File: config.mk
export PLATFORM = sky130hd
export DESIGN_NAME = uart_parity_engine_flat
export DESIGN_NICKNAME = d
export VERILOG_FILES = /design/src/rtl/uart_parity_engine_if.sv /design/src/rtl/uart_parity_engine.sv /design/src/flat_wrapper.sv
export SDC_FILE = /design/constraint.sdc
export NUM_CORES = 1
export LEC_CHECK = 0
export ABC_AREA = 1
export ABC_CLOCK_PERIOD_IN_PS = 2800
export BUFFER_PORTS_ARGS = -buffer_cell sky130_fd_sc_hd__buf_2
export CAP_MARGIN = 20
export CORE_MARGIN = 3
export CORE_UTILIZATION = 36
export CTS_BUF_LIST = sky130_fd_sc_hd__clkbuf_2 sky130_fd_sc_hd__clkbuf_4 sky130_fd_sc_hd__clkbuf_8
export CTS_CLUSTER_SIZE = 12
export DETAILED_ROUTE_END_ITERATION = 10
export GPL_TIMING_DRIVEN = 0
export SYNTH_ARGS = -nofsm -noshare
export SYNTH_HDL_FRONTEND = slang
export SYNTH_SLANG_ARGS = --single-unit
File: constraint.sdc
create_clock -name CLK -period 2.8 [get_ports CLK]
set_input_delay 0.42 -clock CLK [delete_from_list [all_inputs] [get_ports CLK]]
set_output_delay 0.42 -clock CLK [all_outputs]
set_load 0.02 [all_outputs]
File: src/rtl/uart_parity_engine_if.sv
// -----------------------------------------------------------------------------
// uart_parity_engine_if
// Handshake bundle between a word source / TX serializer (master) and the
// parity engine (slave). RX_PAR_BIT and PAR_ERR exist only when the
// PARITY_CHECK_EN macro is defined.
// -----------------------------------------------------------------------------
interface uart_parity_engine_if #(
    parameter int P_WIDTH = 8,
    parameter int LEN_W   = $clog2(P_WIDTH + 1)
);
    logic [P_WIDTH-1:0] P_DATA;
    logic [LEN_W-1:0]   DATA_LEN;
    logic [2:0]         PAR_MODE;
    logic               DATA_VALID;
    logic               DATA_READY;
    logic               PAR_BIT;
    logic               PAR_NONE;
    logic               PAR_VALID;
    logic               PAR_ACK;
`ifdef PARITY_CHECK_EN
    logic               RX_PAR_BIT;
    logic               PAR_ERR;

    // Source and serializer side
    modport master (
        output P_DATA, DATA_LEN, PAR_MODE, DATA_VALID, PAR_ACK, RX_PAR_BIT,
        input  DATA_READY, PAR_BIT, PAR_NONE, PAR_VALID, PAR_ERR
    );

    // Parity engine side
    modport slave (
        input  P_DATA, DATA_LEN, PAR_MODE, DATA_VALID, PAR_ACK, RX_PAR_BIT,
        output DATA_READY, PAR_BIT, PAR_NONE, PAR_VALID, PAR_ERR
    );
`else
    // Source and serializer side
    modport master (
        output P_DATA, DATA_LEN, PAR_MODE, DATA_VALID, PAR_ACK,
        input  DATA_READY, PAR_BIT, PAR_NONE, PAR_VALID
    );

    // Parity engine side
    modport slave (
        input  P_DATA, DATA_LEN, PAR_MODE, DATA_VALID, PAR_ACK,
        output DATA_READY, PAR_BIT, PAR_NONE, PAR_VALID
    );
`endif
endinterface : uart_parity_engine_if

File: src/rtl/uart_parity_engine.sv
// -----------------------------------------------------------------------------
// uart_parity_engine
// Accepts a data word, computes its parity bit-serially over the runtime
// number of active bits (clamped to P_WIDTH), then holds the result on a
// valid/ack handshake for the TX serializer.
// Modes: 0 none, 1 even, 2 odd, 3 mark, 4 space, 5..7 behave as none.
// Optional macro PARITY_CHECK_EN adds RX_PAR_BIT / PAR_ERR so the block can
// also check a received parity bit at the acknowledge edge.
// -----------------------------------------------------------------------------
module uart_parity_engine #(
    parameter int P_WIDTH = 8,
    parameter int LEN_W   = $clog2(P_WIDTH + 1)
) (
    input  logic                CLK,
    input  logic                RST,
    uart_parity_engine_if.slave bus
);

    typedef enum logic [1:0] {
        ST_IDLE = 2'd0,
        ST_CALC = 2'd1,
        ST_DONE = 2'd2
    } state_e;

    typedef enum logic [2:0] {
        PM_NONE  = 3'd0,
        PM_EVEN  = 3'd1,
        PM_ODD   = 3'd2,
        PM_MARK  = 3'd3,
        PM_SPACE = 3'd4
    } par_mode_e;

    // Unused encodings 5..7 collapse onto "none" so the rest of the logic
    // only ever sees the five legal modes.
    function automatic par_mode_e decode_mode(input logic [2:0] raw);
        par_mode_e m;
        case (raw)
            3'd1:    m = PM_EVEN;
            3'd2:    m = PM_ODD;
            3'd3:    m = PM_MARK;
            3'd4:    m = PM_SPACE;
            default: m = PM_NONE;
        endcase
        return m;
    endfunction

    localparam logic [LEN_W-1:0] MAX_LEN = LEN_W'(P_WIDTH);

    // State and datapath registers
    state_e             state_q,    state_d;
    logic [P_WIDTH-1:0] sh_q,       sh_d;
    logic [LEN_W-1:0]   len_q,      len_d;
    logic [LEN_W-1:0]   cnt_q,      cnt_d;
    logic               acc_q,      acc_d;
    par_mode_e          mode_q,     mode_d;
    logic               par_bit_q,  par_bit_d;
    logic               par_none_q, par_none_d;
`ifdef PARITY_CHECK_EN
    logic               par_err_q,  par_err_d;
`endif

    // Decoded view of the incoming word and helpers for the CALC step
    par_mode_e          in_mode;
    logic [LEN_W-1:0]   in_len;
    logic               in_serial;
    logic               acc_next;
    logic [LEN_W-1:0]   last_cnt;

    // Decode the offered word: legal mode, clamped length, serial-mode flag
    always_comb begin
        in_mode   = decode_mode(bus.PAR_MODE);
        in_len    = (bus.DATA_LEN > MAX_LEN) ? MAX_LEN : bus.DATA_LEN;
        in_serial = ((in_mode == PM_EVEN) || (in_mode == PM_ODD)) && (in_len != '0);
        acc_next  = acc_q ^ sh_q[0];
        last_cnt  = len_q - LEN_W'(1);
    end

    // State register and datapath registers, synchronous active-high reset
    // NOTE: every register here, the shift register included, is reset so an
    // aborted word leaves no residue; nothing in this block is a RAM, so a
    // full reset costs nothing structurally.
    always_ff @(posedge CLK) begin
        if (RST) begin
            // NOTE: non-blocking assignments so every register samples the
            // pre-edge value of every other register, regardless of order.
            state_q    <= ST_IDLE;
            sh_q       <= '0;
            len_q      <= '0;
            cnt_q      <= '0;
            acc_q      <= 1'b0;
            mode_q     <= PM_NONE;
            par_bit_q  <= 1'b0;
            par_none_q <= 1'b0;
`ifdef PARITY_CHECK_EN
            par_err_q  <= 1'b0;
`endif
        end else begin
            state_q    <= state_d;
            sh_q       <= sh_d;
            len_q      <= len_d;
            cnt_q      <= cnt_d;
            acc_q      <= acc_d;
            mode_q     <= mode_d;
            par_bit_q  <= par_bit_d;
            par_none_q <= par_none_d;
`ifdef PARITY_CHECK_EN
            par_err_q  <= par_err_d;
`endif
        end
    end

    // Next-state and datapath update for the IDLE -> CALC -> DONE sequence
    always_comb begin
        // NOTE: every signal written here gets a hold default first, so no
        // branch can leave one unassigned and infer a latch.
        state_d    = state_q;
        sh_d       = sh_q;
        len_d      = len_q;
        cnt_d      = cnt_q;
        acc_d      = acc_q;
        mode_d     = mode_q;
        par_bit_d  = par_bit_q;
        par_none_d = par_none_q;
`ifdef PARITY_CHECK_EN
        par_err_d  = par_err_q;
`endif

        case (state_q)
            ST_IDLE: begin
                if (bus.DATA_VALID) begin
                    sh_d       = bus.P_DATA;
                    len_d      = in_len;
                    mode_d     = in_mode;
                    acc_d      = 1'b0;
                    cnt_d      = '0;
                    par_none_d = (in_mode == PM_NONE);
`ifdef PARITY_CHECK_EN
                    par_err_d  = 1'b0;
`endif
                    if (in_serial) begin
                        state_d = ST_CALC;
                    end else begin
                        // Zero-length even/odd parity is that of an empty
                        // word: even gives 0, odd gives 1, same as space/mark.
                        state_d   = ST_DONE;
                        par_bit_d = (in_mode == PM_ODD) || (in_mode == PM_MARK);
                    end
                end
            end

            ST_CALC: begin
                acc_d = acc_next;
                sh_d  = sh_q >> 1;
                cnt_d = cnt_q + LEN_W'(1);
                if (cnt_q == last_cnt) begin
                    state_d   = ST_DONE;
                    par_bit_d = (mode_q == PM_ODD) ? ~acc_next : acc_next;
                end
            end

            ST_DONE: begin
                if (bus.PAR_ACK) begin
                    state_d   = ST_IDLE;
`ifdef PARITY_CHECK_EN
                    par_err_d = ~par_none_q & (bus.RX_PAR_BIT != par_bit_q);
`endif
                end
            end

            default: begin
                state_d = ST_IDLE;
            end
        endcase
    end

    // Handshake outputs decode straight from the state register
    assign bus.DATA_READY = (state_q == ST_IDLE);
    assign bus.PAR_VALID  = (state_q == ST_DONE);
    assign bus.PAR_BIT    = par_bit_q;
    assign bus.PAR_NONE   = par_none_q;
`ifdef PARITY_CHECK_EN
    assign bus.PAR_ERR    = par_err_q;
`endif

endmodule : uart_parity_engine

File: src/flat_wrapper.sv
// flat-port wrapper written by rule: the top's interface ports become plain ports
module uart_parity_engine_flat 
#(
    parameter int P_WIDTH = 8,
    parameter int LEN_W   = $clog2(P_WIDTH + 1)
)
  (CLK, RST, bus_P_DATA, bus_DATA_LEN, bus_PAR_MODE, bus_DATA_VALID, bus_PAR_ACK, bus_DATA_READY, bus_PAR_BIT, bus_PAR_NONE, bus_PAR_VALID);
  uart_parity_engine_if #(.P_WIDTH(P_WIDTH), .LEN_W(LEN_W)) bus_i ();
  input  logic CLK;
  input  logic RST;
  input wire logic [$bits(bus_i.P_DATA)-1:0] bus_P_DATA;
  input wire logic [$bits(bus_i.DATA_LEN)-1:0] bus_DATA_LEN;
  input wire logic [$bits(bus_i.PAR_MODE)-1:0] bus_PAR_MODE;
  input wire logic [$bits(bus_i.DATA_VALID)-1:0] bus_DATA_VALID;
  input wire logic [$bits(bus_i.PAR_ACK)-1:0] bus_PAR_ACK;
  output wire logic [$bits(bus_i.DATA_READY)-1:0] bus_DATA_READY;
  output wire logic [$bits(bus_i.PAR_BIT)-1:0] bus_PAR_BIT;
  output wire logic [$bits(bus_i.PAR_NONE)-1:0] bus_PAR_NONE;
  output wire logic [$bits(bus_i.PAR_VALID)-1:0] bus_PAR_VALID;
  assign bus_i.P_DATA = bus_P_DATA;
  assign bus_i.DATA_LEN = bus_DATA_LEN;
  assign bus_i.PAR_MODE = bus_PAR_MODE;
  assign bus_i.DATA_VALID = bus_DATA_VALID;
  assign bus_i.PAR_ACK = bus_PAR_ACK;
  assign bus_DATA_READY = bus_i.DATA_READY;
  assign bus_PAR_BIT = bus_i.PAR_BIT;
  assign bus_PAR_NONE = bus_i.PAR_NONE;
  assign bus_PAR_VALID = bus_i.PAR_VALID;
  uart_parity_engine #(.P_WIDTH(P_WIDTH), .LEN_W(LEN_W)) u_core (.CLK(CLK), .RST(RST), .bus(bus_i));
endmodule
* After elaboration in Yosys (flattened, before gate mapping)
Cells that the tools add are included.
** Cells by class
- Add/subtract/negate cells :: 2
- Order comparisons :: 1
- Equality and inequality tests :: 15
- Multiplexer cells :: 18
- Bitwise operators :: 2
- Reductions and logical operators :: 11
** Operators by type and width (count)
- $pmux W8 S2 :: 1
- $eq A3 B2 Y1 const B :: 5
- $pmux W3 S4 :: 1
- $mux W2 :: 4
- $mux W4 :: 2
- $mux W8 :: 1
- $pmux W4 S2 :: 1
- $eq A3 B1 Y1 const B :: 2
- $ne A2 B2 Y1 const B :: 3
- $pmux W2 S3 :: 1
- $mux W1 :: 5
- $add A4 B1 Y4 const B :: 1
- $eq A4 B4 Y1 :: 1
- $gt A4 B4 Y1 const B :: 1
- $pmux W1 S2 :: 2
- $reduce_and A2 Y1 :: 2
- $reduce_and A4 Y1 :: 1
- $reduce_bool A4 Y1 :: 1
- $sub A4 B1 Y4 const B :: 1
- $eq A3 B3 Y1 const B :: 1
- $logic_not A3 Y1 :: 1
- $reduce_and A3 Y1 :: 1
- $eq A2 B1 Y1 const B :: 1
- $eq A2 B2 Y1 const B :: 1
- other kinds (7) :: 8
** Word-level totals
- Register bits :: 24
- Bits of input ports :: 19
- Logic and storage cells :: 57

* Logic depth before layout (Yosys ltp)
- Depth after elaboration :: 8
- Mapped depth :: 12

* Worst setup path after synthesis
OpenSTA, ideal clock, no wires.
- Path type :: flip-flop to flip-flop
- Start :: reg u_core.len_q[0]
- End :: reg u_core.par_bit_q (netlist: u_core.bus.PAR_BIT)
- Setup time :: 0.115 ns
- Arrival :: 1.299 ns
- Path slack :: 1.385 ns
- Stages on the path, launching flop included :: 13
- Path buffers :: 0
- Clock period less this slack :: 1.415 ns
- Path through :: dfxtp_1 -> inv_1 -> ha_1 -> nand2_1 -> inv_1 -> nor2_1 -> nand2_1 -> nor2_1 -> nand2_1 -> nand2_1 -> nand3_1 -> nand2_1 -> nor2_1
** Between the ends
- Longest elaborated chain between the ends :: 4
** RTL lines
- from (decl) :: line uart_parity_engine.sv:52 : logic [LEN_W-1:0] len_q, len_d;
- from (signal assigned) :: line uart_parity_engine.sv:100 : len_q <= len_d;
- $sub A4 B1 Y4 :: line uart_parity_engine.sv:75 : last_cnt = len_q - LEN_W'(1);
- $eq A4 B4 Y1 :: line uart_parity_engine.sv:155 : if (cnt_q == last_cnt) begin
- $ne A2 B1 Y1 (no line)
- $reduce_and A4 Y1 (no line)
- to (signal assigned) :: line uart_parity_engine.sv:104 : par_bit_q <= par_bit_d;
- to (decl) :: line uart_parity_engine.sv:56 : logic par_bit_q, par_bit_d;
No other way between the ends.
A chain may end at the register's enable or synchronous reset.

* Worst setup path after layout
Same ends and word-level chain as after synthesis.

==> reports/results.txt <==
The run finished with clean final reports. Dividing the synthesized area by the synthesized cell count gives 6.72 um2. The max-cap check violation count is 0. TritonCTS created 3 clock buffers.

The count of antenna-violating nets left after detailed routing came out at 0. The logs give 4.86 mm for the global-route wire length before repair and 714 uW for the total power consumption of the routed design. Synthesis inferred 24 register bits. The tools report the critical path launch point type as a register. Summed negative setup slack over all endpoints: 0 ns. The layer flagged by global routing as most heavily used is met2. The area growth from synthesis to layout is 15.3%.

The dominant delay contributor by cell family on the critical path was simple AND/OR/NAND/NOR gates. Data on the critical path is required at its endpoint by 3.02 ns. The tools report the insertion delay to the later sink of the worst-skew pair as 0.30 ns. The tools report the number of endpoints with negative hold slack in the final report as 0. In this run the vertical extent of the chip is 64.3 um. The clock period could shrink to 1.62 ns. Type of the worst setup path: reg -> reg. The tree is rooted in a clkbuf_4. In this run the static leakage power is 0.639 nW. The die covers 4130 um2.

When the netlist entered floorplanning its net count stood at 203. In this run the deepest clock path goes through 2 buffers. The worst-case IR drop observed on VDD is 211 uV. The total area inside the core boundary comes to 3150 um2.

The path class of the tightest hold or removal check is in -> reg. Including well taps, the total number of placed cells is 248. The slowest stage of the critical path is the dfxtp_1 cell. Of all nets on the critical path, the largest fanout is 4. The fraction of the mapped netlist area in compound gates is 0.175, and the arithmetic-cell share of the synthesized area counting full adders, half adders and majority gates is 0.0204. The category of the worst setup path capture point is a register. The floorplan has 20 rows. For this run, design rule violations remaining after detail routing come to 0. The overall global routing resource usage is 0.144.

Once layout is complete, the cells apart from fillers number 251. The mux cell area share after synthesis is 0, and the number of warnings printed during yosys synthesis is 0. The clock net sink count was 24. The wire length per cell after detailed routing is 10.6 um, and the post-cts gate resize count is 0. The count of H-tree levels built during CTS was 1. The initial antenna violation count came out at 0.

The tools report the total grt overflow as 0. In the layout the commonest cells are nand2_1 (56), dfxtp_1 (24), buf_2 (23), nor2_1 (20). The tools report the routability-driven placement congestion ratio as 0.771. The width of the die is 64.3 um, and the via density per instance is 4.80. Setup repair after global routing left no endpoint under its margin. At the pin with the least slew margin, the transition time is 0.486 ns. By area, the combinational part of the netlist is dominated by simple AND/OR/NAND/NOR gates. Post-CTS timing repair inserted 0 buffers for setup.

The met3 track demand over resource in global routing came out at 0.0211. Most frequent cell on the critical path: nand2_1. The hold-fix buffer count after cts was 0; the tightest slew margin relative to the limit was 0.676.

The first TritonRoute pass finished after 4 iterations. Data on the critical path arrives at its endpoint at 1.84 ns. The number of antenna repair diodes came out at 0. Wires add up to 2.67 mm. The maximum single-stage delay on the critical path was 0.40 ns; the count of pins over their slew limit was 0.

TritonCTS built the clock tree. Synthesis handed over a netlist of 182 instances. After clock tree synthesis, the clock-pin slew on the worst setup and hold paths is 0.12 ns.

The met2 track utilization from global routing was 0.262. The logs give 0.388 for the starting utilization of the core area and 0.175 for the met1 track demand over resource. The proportion of synthesized chip area in sequential cells is 0.393, and the detailed-placement wirelength estimate is 2.09 mm. Setup violations remaining at the end of the flow were counted as 0. The signal on the critical path passes through inv_1 -> ha_1 -> nand2_1 -> inv_1 -> nor2_1 -> nand2_1 -> nor2_1 -> nand2_1 -> nand2_1 -> nand3_1 -> nand2_1 -> nor2_1. Leaving out fill and tap cells, the most frequent cell in the layout is nand2_1.

The ratio of cells with drive above 1 in the final layout is 0.179. XOR/XNOR share of the synthesized area: 0.0143. Entering global routing, the biggest net connects 13 pins. The area share of and/or/nand/nor cells after synthesis is 0.312. The tools report the count of unique library cells instantiated by Yosys as 24. Number of global-route vias before repair: 1167. The number of violations reported at the end of detailed-routing iteration 0 is 61. The tools report the largest clock skew in the final design as 0.00677 ns. The post-route fraction of the period consumed by the critical path came out at 0.580. The logs give 230 for the layout net count and 616 MHz for the highest attainable clock frequency. During I/O placement, the number of pins put on the boundary was 23. The cell area that synthesis handed to floorplanning was 1220 um2. The number of port buffers was 22. Together, buffers and inverters on the worst path number 2. The via total after detailed routing is 1205, and the power per standard cell area is 506 nW/um2.
==> registers in the layout (all words and copies together), names as in the netlist <==
signal,cells
u_core.state_q,2
u_core.cnt_q,4
u_core.mode_q,3
u_core.len_q,4
u_core.sh_q,8
u_core.acc_q,1
u_core.bus.PAR_BIT,1
u_core.bus.PAR_NONE,1
==> synthesized netlist by cell type (all sizes together) <==
cell    count  share of area
nand2      57           0.18
dfxtp      24           0.39
nor2       24          0.094
inv        21          0.066
a21oi      16          0.065
o21ai      12          0.049
a31oi       7          0.036
nand3       7          0.029
a211oi      3          0.018
buf         3          0.016
ha          2          0.020
nor3        2         0.0082
a22oi       1         0.0061
clkbuf      1         0.0031
xnor2       1         0.0072
xor2        1         0.0072
==> where the power goes <==
part | internal [mW] | switching, mW
Sequential | 0.372 | 0.0197
Clock | 0.0501 | 0.0942
Combinational | 0.0677 | 0.110
==> stage by stage <==
stage / cell area (um2) / utilization / worst slack [ns] / hold slack (ns)
detailed placement: 1390 / 0.440 / 1.16 / 0.448
global route: 1410 / 0.448 / 1.00 / 0.327
floorplan: 1220 / - / 1.39 / 0.427
global placement: 1390 / 0.440 / 1.20 / 0.453
CTS: 1410 / 0.448 / 1.14 / 0.331
finish: 1410 / 0.448 / 1.18 / 0.344
==> path summary, 6_finish.rpt <==
| path | startpoint | end | slack (ns) | cells after the start |
|---|---|---|---|---|
| setup / recovery | u_core.len_q[0] | u_core.bus.PAR_BIT | 1.18 | 12 |
| setup reg to reg | u_core.len_q[0] | u_core.bus.PAR_BIT | 1.18 | 12 |
| hold / removal | RST | u_core.mode_q[1] | 0.34 | 2 |
| hold reg to reg | u_core.mode_q[1] | u_core.mode_q[1] | 0.47 | 2 |
==> cell type report <==
cell class / count / area (um2)
Buffer: 4 / 23.8
Clock buffer: 3 / 22.5
Fill cell: 359 / 1740
Inverter: 21 / 81.3
Multi-Input combinational cell: 133 / 638
Sequential cell: 24 / 480
Tap cell: 44 / 55.1
Timing Repair Buffer: 22 / 110
==> routing by layer <==
layer,vias to the layer above,wire [um]
li1,637,-
met4,0,15
met1,542,1220
met3,2,102
met2,24,1330
met5,-,0
==> worst reg2reg max path: cells and delay by family (launching register included) <==
kind,cells,cell delay [ns]
buffers and inverters,2,0.12
and+or+nand+nor,9,0.70
DFF,1,0.40
adders and majority gates,1,0.31
==> cell families (layout without fill, tap and decap cells) <==
| logic type | count (synthesis) | in the layout |
|---|---|---|
| adders and majority gates | 2 | 2 |
| AOI/OAI and AO/OA | 39 | 39 |
| buffers and inverters | 25 | 50 |
| xor gates and xnor gates | 2 | 2 |
| DFF | 24 | 24 |
| and+or+nand+nor | 90 | 90 |
Note: power is estimated with default switching activity, not from simulation.
